File: config.mk
export PLATFORM = sky130hd
export DESIGN_NAME = imm_extend_flat
export DESIGN_NICKNAME = d
export VERILOG_FILES = /design/src/rtl/imm_extend_if.sv /design/src/rtl/imm_extend.sv /design/src/flat_wrapper.sv
export SDC_FILE = /design/constraint.sdc
export NUM_CORES = 1
export LEC_CHECK = 0
export BUFFER_PORTS_ARGS = -buffer_cell sky130_fd_sc_hd__buf_2
export CAP_MARGIN = 20
export CORE_ASPECT_RATIO = 1.2
export CORE_MARGIN = 2
export CORE_UTILIZATION = 39
export CTS_CLUSTER_DIAMETER = 30
export DETAILED_ROUTE_END_ITERATION = 12
export GPL_TIMING_DRIVEN = 0
export PLACE_DENSITY_LB_ADDON = 0.1
export SYNTH_ARGS = -nofsm -noshare
export SYNTH_HDL_FRONTEND = slang
export SYNTH_SLANG_ARGS = --single-unit
File: constraint.sdc
create_clock -name clk_i -period 1.5 [get_ports clk_i]
set_input_delay 0.225 -clock clk_i [delete_from_list [all_inputs] [get_ports clk_i]]
set_output_delay 0.225 -clock clk_i [all_outputs]
set_load 0.01 [all_outputs]
File: src/rtl/imm_extend_if.sv
// Decode-stage immediate bus: instruction/format in, extended immediate and flags out.
interface imm_extend_if;
    logic [31:7] instr_i;
    logic [2:0]  imm_src_i;
    logic [31:0] imm_ext_o;
    logic [31:0] imm_ext_q_o;
    logic        imm_src_illegal_o;

    // Driver side: decode logic or testbench
    modport master (
        output instr_i,
        output imm_src_i,
        input  imm_ext_o,
        input  imm_ext_q_o,
        input  imm_src_illegal_o
    );

    // Immediate generator side
    modport slave (
        input  instr_i,
        input  imm_src_i,
        output imm_ext_o,
        output imm_ext_q_o,
        output imm_src_illegal_o
    );
endinterface

File: src/rtl/imm_extend.sv
// RV32I immediate generator: combinational sign-extended immediate plus a
// registered copy and an illegal-format flag for pipeline/debug use.
module imm_extend (
    input  logic         clk_i,
    input  logic         reset_i,
    imm_extend_if.slave  bus
);
    localparam int unsigned XLEN = 32;

    localparam logic [2:0] SRC_I   = 3'b000;
    localparam logic [2:0] SRC_S   = 3'b001;
    localparam logic [2:0] SRC_B   = 3'b010;
    localparam logic [2:0] SRC_J   = 3'b011;
    localparam logic [2:0] SRC_U   = 3'b100;

    logic [31:7]     instr;
    logic            sgn;
    logic [XLEN-1:0] imm_ext;
    logic            illegal_c;

    assign instr = bus.instr_i;
    assign sgn   = instr[31];

    // Format decode; unused selects yield zero so the output is never X
    always_comb begin
        imm_ext = '0;
        unique case (bus.imm_src_i)
            SRC_I:   imm_ext = {{20{sgn}}, instr[31:20]};
            SRC_S:   imm_ext = {{20{sgn}}, instr[31:25], instr[11:7]};
            SRC_B:   imm_ext = {{19{sgn}}, sgn, instr[7], instr[30:25], instr[11:8], 1'b0};
            SRC_J:   imm_ext = {{11{sgn}}, sgn, instr[19:12], instr[20], instr[30:21], 1'b0};
            SRC_U:   imm_ext = {instr[31:12], 12'b0};
            default: imm_ext = '0;
        endcase
    end

    assign illegal_c     = (bus.imm_src_i > SRC_U);
    assign bus.imm_ext_o = imm_ext;

    // Registered copy of the immediate and the illegal-select flag
    always_ff @(posedge clk_i or posedge reset_i) begin
        if (reset_i) begin
            bus.imm_ext_q_o       <= '0;
            bus.imm_src_illegal_o <= 1'b0;
        end else begin
            bus.imm_ext_q_o       <= imm_ext;
            bus.imm_src_illegal_o <= illegal_c;
        end
    end
endmodule

File: src/flat_wrapper.sv
// flat-port wrapper written by rule: the top's interface ports become plain ports
module imm_extend_flat 
  (clk_i, reset_i, bus_instr_i, bus_imm_src_i, bus_imm_ext_o, bus_imm_ext_q_o, bus_imm_src_illegal_o);
  imm_extend_if bus_i ();
  input  logic clk_i;
  input  logic reset_i;
  input wire logic [$bits(bus_i.instr_i)-1:0] bus_instr_i;
  input wire logic [$bits(bus_i.imm_src_i)-1:0] bus_imm_src_i;
  output wire logic [$bits(bus_i.imm_ext_o)-1:0] bus_imm_ext_o;
  output wire logic [$bits(bus_i.imm_ext_q_o)-1:0] bus_imm_ext_q_o;
  output wire logic [$bits(bus_i.imm_src_illegal_o)-1:0] bus_imm_src_illegal_o;
  assign bus_i.instr_i = bus_instr_i;
  assign bus_i.imm_src_i = bus_imm_src_i;
  assign bus_imm_ext_o = bus_i.imm_ext_o;
  assign bus_imm_ext_q_o = bus_i.imm_ext_q_o;
  assign bus_imm_src_illegal_o = bus_i.imm_src_illegal_o;
  imm_extend u_core (.clk_i(clk_i), .reset_i(reset_i), .bus(bus_i));
endmodule
After elaboration in Yosys (flattened, before gate mapping)
Index checks and enable logic that the tools add are counted.
{ "word_totals": {"register_bits": 33, "inputBits": 30, "output_inout_bits": 65, "word_cells": 9} }
{ "classes": {"n_lt_le_gt_ge": 1, "n_eq_ne": 4, "muxes": 1, "n_reduce_logical": 1} }
{ "ops": {"columns": ["operator", "n"], "rows": [
  ["case mux 32 bit (5 select lines)", 1],
  ["equality test 3 x 2 -> 1 bit, second input constant", 2],
  ["equality test 3 x 1 -> 1 bit, second input constant", 1],
  ["equality test 3 bit, second input constant", 1],
  ["> comparator 3 bit, second input constant", 1],
  ["zero test 3 bit", 1]
]} }

Depth between registers and ports, before layout
Gate-level depths: netlist of the first run.
{ "depth": {"word_depth": 2, "ltp_mapped": 5, "depth_no_buf": 3} }

Worst setup path after synthesis of the first run
No wires, ideal clock.
{ "synth_timing": {"kind": "input-to-output", "start": "input port bus_imm_src_i[0]", "end": "output port bus_imm_ext_o[12]", "t_arrival_ps": 1048, "required_ps": 1275, "setup_slack_ps": 227, "cell_stages": 4, "n_path_buf": 1, "cell_sequence": "buf_2 nor2b_1 a21oi_1 o22ai_1"} }
{ "synth_via": {"elab_chain_len": 2, "word_cells_on_any_way": 6, "classes_between": "eq/ne (4); mux (1); reduce/logical (1)"} }
{ "synth_rtl": {"columns": ["item", "line", "source"], "rows": [
  ["start: declaration", "flat_wrapper.sv:8", "input wire logic [$bits(bus_i.imm_src_i)-1:0] bus_imm_src_i;"],
  ["equality test 3 bit (tied with other cells)", "imm_extend.sv:27", "unique case (bus.imm_src_i)"],
  ["case mux 32 bit (5 select lines) (*)", "imm_extend.sv:27", null],
  ["end: declaration", "flat_wrapper.sv:9", "output wire logic [$bits(bus_i.imm_ext_o)-1:0] bus_imm_ext_o;"]
]} }
Mark *: on every way between the ends. The rest lies on a longest branch, timed or not.

Worst setup path in the final report of the first run
{ "layout_timing": {"start": "input port bus_imm_src_i[2]", "end": "output port bus_imm_ext_o[12]"} }
The elaborated chain is that of the path after synthesis.

==> impl_results.md, run 1 <==
- Vias: 1214
- Most frequent cells in the layout: buf_2, dfrtp_1, nand2_1
- Gr usage total: 0.192
- Area contributors post-synth: dfrtp_1, nand2_1, a21oi_1, nor2b_1, mux2i_1
- Diodes inserted: 0
- Critical path's top delay family: buffers and inverters
- Net Count, Synth: 146
- RSZ-0062 raised after global routing: yes
- Final WS setup: 0.0701 ns
- Critical path launch point type: primary input
- Drt total wl: 3290 um
- Slew HR: 0.704
- Cell Pwr Density: 969 nW/um^2
- P&R area growth vs syn: 50.4%
- Max Cap Viol: 0
- CTS max path bufs: 2
- Via density: 4.78
- Final min period: 1.43 ns
- Yosys reg bits: 33
- Most common cell after layout, fill and taps aside: buf_2
- Final #Nets: 248
- Hold Slack: 0.127 ns
- Worst Hold Class: primary input to flop
- Pre-CTS setup slack: -0.121 ns
- Post-synth top area share: 0.646
- Worst VDD drop: 0.537 mV
- Wirelength per Cell: 13.0 um
- Static leakage: 0.00112 uW
- Critical Path Sink Type: primary output
- Area leader, netlist: dfrtp_1
- Core area: 3080 um^2
- Worst path bufs/invs: 4
- Row Count: 22
- Register area share after synthesis: 0.646
- Detailed Place HPWL: 2580 um
- Slew Viols, Final: 0
- Design area: 1920 um^2
- ANT nets after route: 0
- Die ar.: 3750 um^2
- Vias in the first global route: 1170
- Multi-input logic area: 439 um^2
- Status: completed
- DP Cell Count: 246
- Setup-failing EPs final: 0
- DR pass1 iterations: 4
- Register Area: 826 um^2
- Starting Density: 0.415
- Max FO, Critical Path: 10
- Die W: 56.3 um
- Type of the worst setup path: primary input to primary output
- Mean Syn Cell Area: 11.0 um^2
- Dpl cell area: 1820 um^2
- Worst-path cell chain: buf_2 > clkbuf_2 > buf_2 > o22ai_1 > buf_2
- Largest stage delay on the critical path: 0.24 ns
- # clock sinks: 33
- Clock-pin slew on the worst setup and hold paths: 0.09 ns
- Number of distinct library cells after synthesis: 19
- DRC: 0
- First-pass GRT wire length: 5330 um
- Synthesized area: 1280 um^2
- Die Ht: 66.7 um
- H-tree depth: 2
- Setup_tns: 0 ns
- Root Buffer Master: clkbuf_4
- IO buf count: 93
- Worst Tran Pin Value: 0.443 ns
- GPL Wtd Cong: 0.723
- Top cell by count, worst path: buf_2
- DR iter-0 viols: 19
- I/O pin total: 95
- Finished Layout Cells: 254
- CTS tree: built
- Grt total ovfl: 0
- Final Cycle Share: 0.953
- Cells after Synth: 116
- Share of layout cells above drive strength 1: 0.532
- Ys Warns: 0
- Max frequency: 699 MHz
- Worst path slowest cell: buf_2
- Pin count of the biggest net entering global routing: 26
- Setup Fix Bufs, Post-CTS: 0
- Critical Path RT: 1.27 ns
- Endpoints failing hold: 0
- Fill cell count: 271
- WP data arrival: 1.20 ns
- Antenna violations before repair: 0
- Inserted Clock Buffers: 5
## per-layer routing
metal  track usage  vias up  wire [um]
met5             0        -          0
met4        0.0923        0         76
met3        0.0738        8        333
met2         0.322       64       1680
met1         0.214      554       1200
li1              -      588          -
## area by class of cell
| class | count | area share |
|---|---|---|
| clock buffers | 7 | 0.0286 |
| well taps | 36 | 0.0234 |
| plain buffers | 8 | 0.0247 |
| repair buffers | 95 | 0.262 |
| multi-input cells | 73 | 0.228 |
| inverters | 2 | 0.00390 |
| flip-flops and latches | 33 | 0.429 |
## logic make-up after synthesis
family | after synthesis | synth area share
AND/OR/NAND/NOR | 41 | 0.150
buffers and inverters | 10 | 0.0362
XOR/XNOR | 1 | 0.0127
multiplexers | 6 | 0.0470
AO/OA/AOI/OAI | 25 | 0.109
flip-flops | 33 | 0.646
## Yosys cell counts
| master | count |
|---|---|
| clkbuf_2 | 1 |
| inv_1 | 2 |
| buf_2 | 6 |
| clkbuf_1 | 1 |
| dfrtp_1 | 33 |
| nand2_1 | 22 |
| a21oi_1 | 14 |
| nor2_1 | 5 |
| and3b_1 | 1 |
| nor3b_1 | 1 |
| o21ai_0 | 2 |
| nor3_1 | 1 |
| o21a_1 | 1 |
| xor2_2 | 1 |
| and2_1 | 1 |
| a211oi_1 | 1 |
| o22ai_1 | 7 |
| nor2b_1 | 10 |
| mux2i_1 | 6 |
## sequential cells by signal, summed over array words and instances (netlist names)
name	flops
u_core.bus.imm_src_illegal_o	1
u_core.bus.imm_ext_q_o	32
## metrics by stage
step	util	power [uW]
6_report	0.624	1860
4_1_cts	0.614	1890
3_3_place_gp	0.580	1370
3_5_place_dp	0.589	1390
2_1_floorplan	-	1180
5_1_grt	0.624	1980
## path summary, 6_finish.rpt
check,from,to,slack (ns),depth (start not counted)
setup / recovery,bus_imm_src_i[2],bus_imm_ext_o[12],0.07,5
hold / removal,bus_instr_i[22],u_core.bus.imm_ext_q_o[29],0.13,3
max in group asynchronous,reset_i,u_core.bus.imm_ext_q_o[17],0.60,4
min in group asynchronous,reset_i,u_core.bus.imm_ext_q_o[27],0.45,3
## power breakdown
group / internal [uW] / switching (uW) / leakage [uW]
Combinational: 177 / 236 / 0.000670
Clock: 221 / 267 / 0.0000314
Sequential: 949 / 12.7 / 0.000420
Total: 1350 / 516 / 0.00112
## what timing repair did
action | CTS | global route
setup endpoints to repair | 20 | 20
resized for setup | 4 | 7
endpoints found under the hold margin | 8 | 0
pin swaps | 0 | 0
hold buffers | 1 | 0
Note: power is estimated with default switching activity, not from simulation.
==> inputs of run 2 (changes only) <==
--- a/config.mk
+++ b/config.mk
@@ -12,7 +12,6 @@
 export CORE_UTILIZATION = 39
 export CTS_CLUSTER_DIAMETER = 30
 export DETAILED_ROUTE_END_ITERATION = 12
-export GPL_TIMING_DRIVEN = 0
 export PLACE_DENSITY_LB_ADDON = 0.1
 export SYNTH_ARGS = -nofsm -noshare
 export SYNTH_HDL_FRONTEND = slang
==> run 2 against run 1 <==
Net effect:
- clock-buffer cell count unchanged
- flip-flop and latch count unchanged
- maximum frequency down 0.43%
- die area unchanged
- sequential power about the same
- largest power group unchanged
- cell count up 1.2%
- critical endpoint is now bus_imm_ext_o[2]
- setup slack worse by 0.0062 ns
==> impl_results.md, run 2 (synthesis gave the netlist of run 1 again) <==
- Share of layout cells above drive strength 1: 0.511 (was 0.532)
- Static leakage: 0.00113 uW (was 0.00112 uW)
- I/O pin total: 95 (unchanged)
- Root Buffer Master: clkbuf_4 (unchanged)
- Most flops, register: u_core.bus.imm_ext_q_o (unchanged)
- Worst path slowest cell: xor2_2 (was buf_2)
- Sw Ratio: 0.259 (was 0.277)
- Inserted Clock Buffers: 5 (unchanged)
- WP data arrival: 1.21 ns (was 1.20 ns)
- Critical Path RT: 1.27 ns (about the same)
- Final core utilization: 0.625 (was 0.624)
- Antenna violations before repair: 0 (unchanged)
- Status: completed (unchanged)
- RSZ-0062 raised after global routing: yes (unchanged)
- P&R area growth vs syn: 50.7% (was 50.4%)
- First-pass GRT wire length: 5670 um (was 5330 um)
- Final Cycle Share: 0.957 (was 0.953)
- Clock power frac: 0.332 (was 0.262)
- Hold Slack: 0.116 ns (was 0.127 ns)
- CTS tree: built (unchanged)
- Detailed Place HPWL: 2660 um (was 2580 um)
- Most frequent cells in the layout: buf_2, dfrtp_1, nand2_1 (unchanged)
- Drt total wl: 3400 um (was 3290 um)
- Max Cap Viol: 0 (unchanged)
- Row Count: 22 (unchanged)
- Pin count of the biggest net entering global routing: 34 (was 26)
- Setup-failing EPs final: 0 (unchanged)
- Via density: 4.72 (was 4.78)
- Combinational power share: 0.199 (was 0.222)
- Setup Fix Bufs, Post-CTS: 0 (unchanged)
- Total Power: 2050 uW (was 1860 uW)
- Largest regs: u_core.bus.imm_ext_q_o x32, u_core.bus.imm_src_illegal_o x1 (unchanged)
- Vias in the first global route: 1268 (was 1170)
- Diodes inserted: 0 (unchanged)
- Die Ht: 66.7 um (unchanged)
- Cell Pwr Density: 1070 nW/um^2 (was 969 nW/um^2)
- Die W: 56.3 um (unchanged)
- Max frequency: 696 MHz (was 699 MHz)
- Worst VDD drop: 1.03 mV (was 0.537 mV)
- Type of the worst setup path: primary input to primary output (unchanged)
- Worst-path cell chain: buf_2 > xor2_2 > mux2i_1 > nor2_1 > buf_2 (was buf_2 > clkbuf_2 > buf_2 > o22ai_1 > buf_2)
- Worst Hold Class: primary input to flop (unchanged)
- Worst Tran Pin Value: 0.413 ns (was 0.443 ns)
- Starting Density: 0.415 (unchanged)
- Final #Nets: 250 (was 248)
- Switch Pwr: 532 uW (was 516 uW)
- H-tree depth: 2 (unchanged)
- Core area: 3080 um^2 (unchanged)
- Top cell by count, worst path: buf_2 (unchanged)
- Max FO, Critical Path: 9 (was 10)
- CTS max path bufs: 2 (unchanged)
- DRC: 0 (unchanged)
- Vias: 1214 (unchanged)
- ANT nets after route: 0 (unchanged)
- Die ar.: 3750 um^2 (unchanged)
- Clock-pin slew on the worst setup and hold paths: 0.10 ns (was 0.09 ns)
- Critical path launch point type: primary input (unchanged)
- Critical Path Sink Type: primary output (unchanged)
- Final min period: 1.44 ns (was 1.43 ns)
- DR iter-0 viols: 16 (was 19)
- IO buf count: 94 (was 93)
- # clock sinks: 33 (unchanged)
- Pint: 1520 uW (was 1350 uW)
- Grt total ovfl: 0 (unchanged)
- Sequential share of power: 0.469 (was 0.516)
- Endpoints failing hold: 0 (unchanged)
- DR pass1 iterations: 3 (was 4)
- Largest stage delay on the critical path: 0.33 ns (was 0.24 ns)
- Most common cell after layout, fill and taps aside: buf_2 (unchanged)
- Slew Viols, Final: 0 (unchanged)
- GPL Wtd Cong: 0.704 (was 0.723)
- Slew HR: 0.725 (was 0.704)
- Gr usage total: 0.200 (was 0.192)
- Wirelength per Cell: 13.2 um (was 13.0 um)
- Flip-flop count of the largest register after layout: 32 (unchanged)
==> run 2: cell types whose count changed in the layout (fill, tap and decap cells not counted), sizes merged <==
| cell | before | now |
|---|---|---|
| bufinv | 0 | 1 |
| clkbuf | 11 | 7 |
| buf | 98 | 104 |
==> run 2: final timing paths <==
kind,startpoint,end,slack [ns],depth (start not counted)
max,bus_imm_src_i[0],bus_imm_ext_o[2],0.06,5
min,bus_instr_i[22],u_core.bus.imm_ext_q_o[29],0.12,3
max in group asynchronous,reset_i,u_core.bus.imm_ext_q_o[12],0.68,4
min in group asynchronous,reset_i,u_core.bus.imm_ext_q_o[27],0.52,4
==> run 2: layout make-up <==
class                           instances  area [um^2]
Clock buffer                            7         55.1
Clock inverter                          1         30.0
Fill cell                             279         1160
Inverter                                2         7.51
Multi-Input combinational cell         73          408
Sequential cell                        33          826
Tap cell                               36         45.0
Timing Repair Buffer                  105          556
==> run 2: critical path, delay by kind of cell <==
family	cells	cell delay, ns
buffers and inverters	2	0.33
muxes	1	0.26
and+or+nand+nor	1	0.07
xor gates and xnor gates	1	0.33
==> run 2: power by group through the flow <==
stage	Clock, uW	Combinational (uW)	Sequential, uW
floorplan	0	166	1020
global placement	0	403	979
detailed placement	0	410	982
CTS	712	413	964
global route	749	452	971
finish	683	408	963
==> run 2: through the flow <==
step                TNS, ns  setup slack (ns)  instances  cell area, um^2
CTS                       0            0.0270        257             1930
global placement          0            0.0530        248             1830
detailed placement        0            0.0252        248             1830
floorplan                 0             0.227        116             1280
finish                    0            0.0640        257             1930
global route        -0.0885           -0.0338        257             1930
==> run 2: what timing repair did <==
item,4_1_cts,5_1_grt
hold buffers,1,0
hold endpoints to repair,33,0
endpoints found under the setup margin,0,11
resized for setup,0,1
==> run 2: layer usage <==
| metal | vias to the layer above | GRT usage | wire length, um |
|---|---|---|---|
| met1 | 553 | 0.210 | 1240 |
| met4 | 0 | 0.113 | 87 |
| met2 | 58 | 0.338 | 1730 |
| li1 | 595 | - | - |
| met5 | - | 0 | 0 |
| met3 | 8 | 0.0854 | 342 |
==> inputs of run 3 (changes only) <==
--- a/config.mk
+++ b/config.mk
@@ -7,9 +7,11 @@
 export LEC_CHECK = 0
 export BUFFER_PORTS_ARGS = -buffer_cell sky130_fd_sc_hd__buf_2
 export CAP_MARGIN = 20
+export CELL_PAD_IN_SITES_DETAIL_PLACEMENT = 0
+export CELL_PAD_IN_SITES_GLOBAL_PLACEMENT = 1
 export CORE_ASPECT_RATIO = 1.2
 export CORE_MARGIN = 2
-export CORE_UTILIZATION = 39
+export CORE_UTILIZATION = 28
 export CTS_CLUSTER_DIAMETER = 30
 export DETAILED_ROUTE_END_ITERATION = 12
 export PLACE_DENSITY_LB_ADDON = 0.1
==> run 3 against run 2 <==
Net effect:
- critical path depth unchanged
- design area rose by 2.4%
- cell count increased by 8.2%
- setup slack improved by 0.047 ns
- sequential power barely moved
- total power fell by 1.6%
- first-iteration DRC count increased to 2.8 times the previous value
- worst hold slack improved by 0.067 ns
- largest cell class unchanged
==> impl_results.md, run 3 (synthesis gave the netlist of run 1 again) <==
- Drt total wl: 3620 um (was 3400 um)
- Inserted Clock Buffers: 5 (unchanged)
- P&R area growth vs syn: 54.3% (was 50.7%)
- Pre-CTS setup slack: 0.0711 ns (was 0.0252 ns)
- DR pass1 iterations: 4 (was 3)
- Clock-pin slew on the worst setup and hold paths: 0.06 ns (was 0.10 ns)
- Cell Pwr Density: 1020 nW/um^2 (was 1070 nW/um^2)
- Die Ht: 78.0 um (was 66.7 um)
- RSZ-0062 raised after global routing: no (was yes)
- Final core utilization: 0.456 (was 0.625)
- Worst Tran Pin Value: 0.340 ns (was 0.413 ns)
- Slew Viols, Final: 0 (unchanged)
- Root Buffer Master: clkbuf_8 (was clkbuf_4)
- Final Cycle Share: 0.926 (was 0.957)
- Core area: 4330 um^2 (was 3080 um^2)
- Setup_tns: 0 ns (unchanged)
- Final min period: 1.39 ns (was 1.44 ns)
- Die ar.: 5130 um^2 (was 3750 um^2)
- H-tree depth: 2 (unchanged)
- Antenna violations before repair: 0 (unchanged)
- Type of the worst setup path: primary input to primary output (unchanged)
- Grt total ovfl: 0 (unchanged)
- Vias: 1226 (was 1214)
- First-pass GRT wire length: 5620 um (was 5670 um)
- Critical path launch point type: primary input (unchanged)
- Share of layout cells above drive strength 1: 0.518 (was 0.511)
- Most frequent cells in the layout: buf_2, dfrtp_1, nand2_1 (unchanged)
- Pin count of the biggest net entering global routing: 23 (was 34)
- Final WS setup: 0.111 ns (was 0.0640 ns)
- Endpoints failing hold: 0 (unchanged)
- Via density: 4.41 (was 4.72)
- Max FO, Critical Path: 6 (was 9)
- Final #Nets: 252 (was 250)
- Crit. Startpoint: bus_imm_src_i[0] (unchanged)
- Slew HR: 0.773 (was 0.725)
- Worst Hold Class: primary input to flop (unchanged)
- DRC: 0 (unchanged)
- Critical Path RT: 1.27 ns (about the same)
- Max Cap Viol: 0 (unchanged)
- CTS max path bufs: 2 (unchanged)
- Gr usage total: 0.146 (was 0.200)
- Setup Fix Bufs, Post-CTS: 0 (unchanged)
- WP data arrival: 1.16 ns (was 1.21 ns)
- I/O pin total: 95 (unchanged)
- Detailed Place HPWL: 2980 um (was 2660 um)
- Vias in the first global route: 1220 (was 1268)
- Static leakage: 0.00114 uW (was 0.00113 uW)
- Die W: 65.7 um (was 56.3 um)
- Setup-failing EPs final: 0 (unchanged)
- # clock sinks: 33 (unchanged)
- Worst VDD drop: 0.307 mV (was 1.03 mV)
- DR iter-0 viols: 45 (was 16)
- Hold Crit Start: bus_instr_i[22] (unchanged)
- Max frequency: 720 MHz (was 696 MHz)
- CTS tree: built (unchanged)
- GPL Wtd Cong: 0.840 (was 0.704)
- Row Count: 26 (was 22)
- ANT nets after route: 0 (unchanged)
- Starting Density: 0.296 (was 0.415)
- Status: completed (unchanged)
- Most flops, register: u_core.bus.imm_ext_q_o (unchanged)
- IO buf count: 94 (unchanged)
- Diodes inserted: 0 (unchanged)
- Critical Path Sink Type: primary output (unchanged)
- Largest regs: u_core.bus.imm_ext_q_o x32, u_core.bus.imm_src_illegal_o x1 (unchanged)
- Flip-flop count of the largest register after layout: 32 (unchanged)
- Wirelength per Cell: 13.0 um (was 13.2 um)
- Most common cell after layout, fill and taps aside: buf_2 (unchanged)
==> run 3: cell count changes in the layout (fill, tap and decap cells not counted) <==
cell and delta:
buf_4 +2, clkbuf_8 +5, nor3b_1 -1, bufinv_16 -1, clkbuf_4 -5, nor3b_2 +1
==> run 3: path summary, 6_finish.rpt <==
check,endpoint,slack (ns),depth (start not counted)
min in group asynchronous,u_core.bus.imm_ext_q_o[14],0.50,4
max,bus_imm_ext_o[11],0.11,5
min,u_core.bus.imm_ext_q_o[29],0.18,3
max in group asynchronous,u_core.bus.imm_ext_q_o[20],0.73,4
==> run 3: where the power goes <==
| part | internal (uW) | total (uW) | switching [uW] |
|---|---|---|---|
| Sequential | 951 | 965 | 14.2 |
| Clock | 363 | 642 | 279 |
| Combinational | 178 | 415 | 236 |
==> run 3: final cells by class <==
class / count / area [um^2]
Fill cell: 459 / 2350
Sequential cell: 33 / 826
Timing Repair Buffer: 107 / 571
Multi-Input combinational cell: 73 / 413
Clock buffer: 7 / 86.3
Tap cell: 56 / 70.1
Inverter: 2 / 7.51
==> run 3: layer usage <==
layer,vias up,track usage,part of all wire
met5,-,0,0
met3,6,0.0401,0.077
met4,0,0.0688,0.016
met1,564,0.162,0.39
li1,594,-,-
met2,62,0.255,0.51
==> run 3: repair_timing <==
action | CTS | global route
endpoints found under the hold margin | 11 | 0
gates resized for setup | 0 | 1
hold buffers | 1 | 0
setup endpoints to repair | 0 | 4
==> run 3: worst max-delay path: stages <==
cell and delay, ns:
buf_2 0.15, buf_4 0.16, mux2i_1 0.11, a211oi_1 0.32
buf_2 0.20
==> run 3: metrics by stage <==
step,cells,instance area [um^2],total power (uW),hold WS [ns]
6_report,278,1970,2020,0.182
3_5_place_dp,270,1880,1400,0.245
2_1_floorplan,116,1280,1180,0.354
5_1_grt,278,1970,2150,0.182
4_1_cts,278,1970,2060,0.174
3_3_place_gp,270,1880,1390,0.237
